===== config.mk =====
export PLATFORM = sky130hd
export DESIGN_NAME = rx_sample_datapath
export DESIGN_NICKNAME = d
export VERILOG_FILES = /design/src/rtl/rx_pkg.sv /design/src/rtl/sipo_shifter.sv /design/src/rtl/rx_sample_datapath.sv
export SDC_FILE = /design/constraint.sdc
export NUM_CORES = 1
export LEC_CHECK = 0
export CORE_AREA = 2 2 52 54
export CTS_CLUSTER_DIAMETER = 120
export CTS_CLUSTER_SIZE = 40
export DETAILED_ROUTE_END_ITERATION = 12
export DIE_AREA = 0 0 54 56
export PLACE_DENSITY = 0.65
export SKIP_LAST_GASP = 1
export SYNTH_ARGS = -nofsm -noshare
export SYNTH_HDL_FRONTEND = slang
export SYNTH_SLANG_ARGS = --single-unit

===== constraint.sdc =====
create_clock -name clk -period 2.4 [get_ports clk]
set_input_delay 0.72 -clock clk [delete_from_list [all_inputs] [get_ports clk]]
set_output_delay 0.72 -clock clk [all_outputs]
set_load 0.1 [all_outputs]

===== src/rtl/rx_pkg.sv =====
// Shared defaults for the UART receiver sample datapath.
package rx_pkg;

  localparam int unsigned CNT_WIDTH_DEF = 3;
  localparam int unsigned SIZE_DEF      = 8;

  // Counter decode points for the default oversample width.
  localparam int unsigned MID  = 2 ** (CNT_WIDTH_DEF - 1);
  localparam int unsigned WRAP = (2 ** CNT_WIDTH_DEF) - 1;

endpackage


===== src/rtl/sipo_shifter.sv =====
// Serial-in/parallel-out shift register with saturating fill count and parity.
module sipo_shifter
  import rx_pkg::*;
#(
  parameter int unsigned SIZE = SIZE_DEF
) (
  input  logic            clk,
  input  logic            reset,
  input  logic            sr_clr,
  input  logic            sr_shift,
  input  logic            sr_in,
  output logic [SIZE-1:0] sr_out,
  output logic            sr_parity,
  output logic            sr_full
);

  localparam int unsigned CW = $clog2(SIZE + 1);

  logic [SIZE-1:0] sr_q,    sr_d;
  logic [CW-1:0]   count_q, count_d;
  logic            full_q,  full_d;

  // New bits enter at the MSB so the first bit received lands in bit 0.
  always_comb begin
    sr_d    = sr_q;
    count_d = count_q;
    if (sr_clr) begin
      sr_d    = '0;
      count_d = '0;
    end else if (sr_shift) begin
      sr_d = {sr_in, sr_q[SIZE-1:1]};
      if (count_q != CW'(SIZE)) begin
        count_d = count_q + CW'(1);
      end
    end
    full_d = (count_d == CW'(SIZE));
  end

  always_ff @(posedge clk or posedge reset) begin
    if (reset) begin
      sr_q    <= '0;
      count_q <= '0;
      full_q  <= 1'b0;
    end else begin
      sr_q    <= sr_d;
      count_q <= count_d;
      full_q  <= full_d;
    end
  end

  assign sr_out    = sr_q;
  assign sr_parity = ^sr_q;
  assign sr_full   = full_q;

endmodule


===== src/rtl/rx_sample_datapath.sv =====
// UART receiver datapath: oversample counter with mid/wrap decodes plus SIPO shifter.
module rx_sample_datapath
  import rx_pkg::*;
#(
  parameter int unsigned CNT_WIDTH = CNT_WIDTH_DEF,
  parameter int unsigned SIZE      = SIZE_DEF
) (
  input  logic                 clk,
  input  logic                 reset,
  input  logic                 cnt_clr,
  input  logic                 cnt_en,
  output logic [CNT_WIDTH-1:0] cnt_out,
  output logic                 cnt_mid,
  output logic                 cnt_wrap,
  input  logic                 sr_clr,
  input  logic                 sr_shift,
  input  logic                 sr_in,
  output logic [SIZE-1:0]      sr_out,
  output logic                 sr_parity,
  output logic                 sr_full
);

  localparam logic [CNT_WIDTH-1:0] CNT_MID  = CNT_WIDTH'(2 ** (CNT_WIDTH - 1));
  localparam logic [CNT_WIDTH-1:0] CNT_WRAP = '1;

  logic [CNT_WIDTH-1:0] cnt_q, cnt_d;

  // Clear beats enable; the increment wraps naturally at the counter width.
  always_comb begin
    cnt_d = cnt_q;
    if (cnt_clr) begin
      cnt_d = '0;
    end else if (cnt_en) begin
      cnt_d = cnt_q + CNT_WIDTH'(1);
    end
  end

  always_ff @(posedge clk or posedge reset) begin
    if (reset) begin
      cnt_q <= '0;
    end else begin
      cnt_q <= cnt_d;
    end
  end

  assign cnt_out  = cnt_q;
  assign cnt_mid  = (cnt_q == CNT_MID);
  assign cnt_wrap = (cnt_q == CNT_WRAP);

  sipo_shifter #(
    .SIZE (SIZE)
  ) u_sipo (
    .clk       (clk),
    .reset     (reset),
    .sr_clr    (sr_clr),
    .sr_shift  (sr_shift),
    .sr_in     (sr_in),
    .sr_out    (sr_out),
    .sr_parity (sr_parity),
    .sr_full   (sr_full)
  );

endmodule


==> flow_summary.ini, run 1 <==
[pwr]
p_seq_share_pct = 47.1
peakVddDrop_uv = 352
p_sw_w = 0.000191
power_density_mw_per_mm2 = 523
pwr-share-comb_pct = 23.9
power_frac_clock_pct = 29.0
sw_frac_of_total_pct = 31.2
power.internal_w = 0.000422
p_leak_nw = 0.577

[clock_tree]
cts_root_buffer = clkbuf_4
cts.sinks = 16
clkSlewWorstSetupHoldPaths_ps = 100
cts_made_buffers = 3
cts_max_level = 1
post_cts_buffers = 0
cts_tree = yes
clockBufferDepth = 2
insertion_delay_ps = 280

[logic_synthesis]
syn_nets = 87
yosysMostFrequentCell = dfrtp_1
synth_area_um2 = 846
yosys.area.top_type_share_pct = 47.3
synthDistinctLibCells = 20
yosysWarnings = 0
syn_avg_cell_area_um2 = 11.3
synthFlopType = dfrtp_1
ys_async_sr_fraction_pct = 100
yosysSeqAreaShare_pct = 47.3
yosysTopAreaCell = dfrtp_1
netlist_top_cells_count = dfrtp_1, nor2_1, mux2i_1, xnor2_1
synth_edf_count = 0
syn_inst = 75
synth.area.top_cells = dfrtp_1, mux2i_1, ha_1
synth_seq_cells = 16

[finish]
fin_nets = 113
fill_cells = 232
drive_above_1_share_pct = 37.0
utilization_pct = 48.2
area_growth_pct = 38.6
final_area_mm2 = 0.00117
n_antenna_cell = 0

[sta]
fin_hold_ws_ps = 558
period_needed_ps = 2320
drv_slew = 0
final-hold-violation-count = 0
fmax_ghz = 0.430
setup_viol = 0
timing.final.crit_share_pct = 96.8
rsz0062_at_grt = no
worstMarginPinSlew_ps = 606
setup_slack_ps = 77.0
final.setup_skew_ps = 2.34
slew_headroom_pct = 59.6

[worst_setup_path]
critPathMaxFanout = 4
endpoint = sr_parity
critPathArrivalTime_ps = 1600
crit_path_cell_trace = xnor2_1 > xnor2_1 > xnor2_4 > buf_12
start_kind = flip-flop
r2r-start = u_sipo.count_q[0]
cp-startpoint = u_sipo.sr_out[7]
critPathRequiredTime_ps = 1680
slowest_stage = dfrtp_2
max_stage_delay_ps = 440
crit_type = flip-flop to output pin
timing.rr.end = u_sipo.sr_full
rrSetupSlack_ps = 960
r2r_cells = 5
end_kind = output pin
crit_path_frequent_cell = xnor2_1

[route]
drt_iter0_markers = 13
dr_total_vias = 600
via_per_inst = 4.62
post-route-drc-count = 0
ant_nets = 0
first_pass_iters = 4
routed_wl_um = 1590
wl_per_cell_um = 12.2

[floorplan]
die_area_mm2 = 0.00302
die_h_um = 56
rows = 18
core_mm2 = 0.00243
io_pins = 22
initial_core_util_pct = 34.8
die_w_um = 54

[outcome]
status = finished, final reports clean

[grt]
track_usage_pct = 12.1
antenna_found_initial = 0
overflow = 0
grt_pass1_wl_um = 2710
grt_pass1_vias = 611
grt_max_degree = 17

[worst_hold_path]
min_path_type = flip-flop to flip-flop

[placed_design]
io_buffers = 21
gp_congestion = 0.843
dp_slack_ps = 343
postPlaceCellArea_mm2 = 0.00113
dp_hpwl_um = 1170

[flow_run]
max_cap_viol_count = 0
-- layout make-up --
type	count	area [µm²]	share of cell area [%]
multi-input cells	52	442	37.7
flip-flops and latches	16	413	35.2
repair buffers	23	225	19.2
well taps	30	37.5	3.20
clock buffers	4	36.3	3.09
inverters	5	18.8	1.60
-- cell usage in the layout (no fill, tap or decap), drive strengths merged --
master	n
buf	17
dfrtp	16
nor2	13
mux2i	12
xnor2	7
clkdlybuf4s50	6
inv	5
ha	5
clkbuf	4
nand2b	3
xor2	2
a211o	1
nand2	1
and3b	1
or2b	1
nand4b	1
o211ai	1
nor2b	1
nand4	1
nor4	1
and2	1
-- sequential cells by signal, summed over array words and instances (netlist names) --
| name | count |
|---|---|
| u_sipo.sr_full | 1 |
| u_sipo.count_q | 4 |
| cnt_out | 3 |
| u_sipo.sr_out | 8 |
-- worst min-delay path by stage --
| stage | start | slack (ps) | end | cells after the start |
|---|---|---|---|---|
| final | u_sipo.sr_out[0] | 560 | u_sipo.sr_out[0] | 2 |
| after global routing | u_sipo.sr_out[7] | 600 | u_sipo.sr_out[7] | 2 |
| after CTS | u_sipo.sr_out[0] | 570 | u_sipo.sr_out[0] | 2 |
| after detailed placement | u_sipo.sr_out[0] | 540 | u_sipo.sr_out[0] | 2 |
| after global placement | u_sipo.sr_out[0] | 550 | u_sipo.sr_out[0] | 2 |
| after floorplan | u_sipo.count_q[3] | 570 | u_sipo.count_q[3] | 2 |
-- routing by layer --
layer	track usage, %	routed length, µm	vias to the layer above
li1	-	-	296
met1	15.4	716	286
met2	19.3	777	16
met3	2.42	82	2
met4	5.36	10	0
met5	0	0	-
-- what timing repair did --
item,4_1_cts,5_1_grt
hold buffers,0,0
resized for setup,0,1
setup endpoints to repair,0,1
-- critical path: cells and delay by family, from the launching register on --
kind,cells,cell delay [ps]
xor+xnor,3,690
flops,1,440
buf+inv,1,190
-- power groups by stage --
| stage | Clock, W | Combinational (W) | Sequential [W] |
|---|---|---|---|
| final | 0.000178 | 0.000147 | 0.000289 |
| after global routing | 0.000196 | 0.000156 | 0.000290 |
| after CTS | 0.000186 | 0.000148 | 0.000289 |
| after detailed placement | 0 | 0.000148 | 0.000294 |
| after global placement | 0 | 0.000146 | 0.000294 |
| after floorplan | 0 | 0.0000657 | 0.000333 |
-- cells by family (layout without fill, tap and decap cells) --
| group | Yosys count | after routing | share of synthesized area [%] |
|---|---|---|---|
| compound gates | 2 | 2 | 1.92 |
| xor+xnor | 9 | 9 | 9.32 |
| fa+ha+maj | 5 | 5 | 7.40 |
| buf+inv | 7 | 32 | 3.99 |
| flops | 16 | 16 | 47.3 |
| mux | 12 | 12 | 14.2 |
| simple gates | 24 | 24 | 15.8 |
-- through the flow --
step,TNS (ps),instances,total power [W]
floorplan,-24.0,75,0.000398
global route,0,130,0.000643
detailed placement,0,126,0.000442
CTS,0,130,0.000623
global placement,0,126,0.000440
finish,0,130,0.000613
(Power assumes the default switching activity.)
==> inputs of run 2 (changes only) <==
--- a/config.mk
+++ b/config.mk
@@ -5,12 +5,12 @@
 export SDC_FILE = /design/constraint.sdc
 export NUM_CORES = 1
 export LEC_CHECK = 0
-export CORE_AREA = 2 2 52 54
+export CORE_AREA = 2 2 45 47
 export CTS_CLUSTER_DIAMETER = 120
 export CTS_CLUSTER_SIZE = 40
 export DETAILED_ROUTE_END_ITERATION = 12
-export DIE_AREA = 0 0 54 56
-export PLACE_DENSITY = 0.65
+export DIE_AREA = 0 0 47 49
+export PLACE_DENSITY = 0.82
 export SKIP_LAST_GASP = 1
 export SYNTH_ARGS = -nofsm -noshare
 export SYNTH_HDL_FRONTEND = slang
==> flow_summary.ini, run 2 (synthesized netlist as in run 1, its figures left out) <==
[sta]
worstMarginPinSlew_ps = 573
setup_slack_ps = 139
period_needed_ps = 2260
fmax_ghz = 0.442
setup_viol = 0
final.setup_skew_ps = 2.57
final-hold-violation-count = 0
drv_slew = 0
finalSetupTns_ps = 0
rsz0062_at_grt = no
timing.final.crit_share_pct = 94.2
slew_headroom_pct = 61.7

[finish]
fin_cells = 127
final_area_mm2 = 0.00118
final_common_cell = buf_4
fin_nets = 113
area_growth_pct = 39.1
largest_reg_flops = 8
mostFrequentLayoutCells = buf_4, nor2_1, mux2i_1, dfrtp_2
n_antenna_cell = 0
utilization_pct = 63.9
drive_above_1_share_pct = 38.0
fill_cells = 150

[floorplan]
core_mm2 = 0.00184
die_area_mm2 = 0.00230
io_pins = 22
rows = 16
die_w_um = 47
initial_core_util_pct = 45.9
die_h_um = 49

[worst_setup_path]
critPathRequiredTime_ps = 1680
r2r_cells = 5
start_kind = flip-flop
crit_path_cell_trace = xnor2_1 > xnor2_2 > xnor2_4 > buf_12
timing.rr.end = u_sipo.sr_full
end_kind = output pin
critical-path-top-delay-family = XOR/XNOR gates
r2r-start = u_sipo.count_q[0]
critPathArrivalTime_ps = 1540
rrSetupSlack_ps = 950
max_stage_delay_ps = 430
critPathMaxFanout = 4
slowest_stage = dfrtp_2
critPathBufInv = 1
crit_type = flip-flop to output pin

[worst_hold_path]
min_from = cnt_out[1]
min_path_type = flip-flop to flip-flop
hold_end = cnt_out[1]
hold_depth = 2

[pwr]
peakVddDrop_uv = 388
p_leak_nw = 0.583
power_density_mw_per_mm2 = 517

[route]
ant_nets = 0
first_pass_iters = 4
post-route-drc-count = 0
routed_wl_um = 1540
dr_total_vias = 608
via_per_inst = 4.79
wl_per_cell_um = 12.1
drt_iter0_markers = 11

[clock_tree]
cts_made_buffers = 3
cts.sinks = 16
postCtsHoldBufs = 0
cts_max_level = 1
cts_tree = yes
ctsResizeCount = 0
clkSlewWorstSetupHoldPaths_ps = 90
clockBufferDepth = 2
post_cts_buffers = 0
cts_root_buffer = clkbuf_4
insertion_delay_ps = 280

[placed_design]
dp_hpwl_um = 1230
postPlaceCellArea_mm2 = 0.00112
io_buffers = 21
dp_slack_ps = 352
gp_congestion = 0.759
dp.cells = 123

[grt]
grt_pass1_wl_um = 2690
antenna_found_initial = 0
track_usage_pct = 16.2
grt_pass1_vias = 663
grt_max_degree = 17
overflow = 0

[outcome]
status = finished, final reports clean

[flow_run]
max_cap_viol_count = 0
[run 2: cell counts in the layout (fill, tap and decap cells not counted)]
Identical to the previous run, type by type.
[run 2: cell type report]
class	instances	area (µm²)	share of cell area [%]
Multi-Input combinational cell	52	449	38.2
Sequential cell	16	413	35.1
Timing Repair Buffer	23	225	19.1
Clock buffer	4	36.3	3.09
Tap cell	27	33.8	2.87
Inverter	5	18.8	1.60
[run 2: how the worst max path moves through the flow]
stage / start / endpoint / cells past startpoint
after CTS: u_sipo.sr_out[1] / sr_parity / 4
after floorplan: u_sipo.sr_out[1] / sr_parity / 3
after global routing: u_sipo.sr_out[1] / sr_parity / 4
after detailed placement: u_sipo.sr_out[1] / sr_parity / 4
after global placement: u_sipo.sr_out[1] / sr_parity / 4
final: u_sipo.sr_out[7] / sr_parity / 4
[run 2: layer usage]
metal  vias to the layer above  routed length (µm)  track usage (%)
met2                        16                 808             26.9
met3                         2                  84             5.56
met1                       295                 630             19.3
met4                         0                  19             4.17
li1                        295                   -                -
met5                         -                   0                0
[run 2: where the power goes]
| group | internal, W | leakage (nW) | total, W | switching, W |
|---|---|---|---|---|
| Sequential | 0.000278 | 0.204 | 0.000289 | 0.0000105 |
| Combinational | 0.0000526 | 0.358 | 0.000149 | 0.0000966 |
| Clock | 0.0000922 | 0.0210 | 0.000170 | 0.0000775 |
[run 2: worst reg2reg max path, stage by stage, from the launching register on]
cell and delay, ps:
dfrtp_1 470, inv_1 70, ha_1 230, a211o_1 290, mux2i_1 200, nor4_2 80
[run 2: per-stage QoR]
stage	hold slack, ps	power (W)
floorplan	568	0.000398
global placement	543	0.000438
detailed placement	566	0.000443
CTS	587	0.000614
global route	612	0.000641
finish	580	0.000608
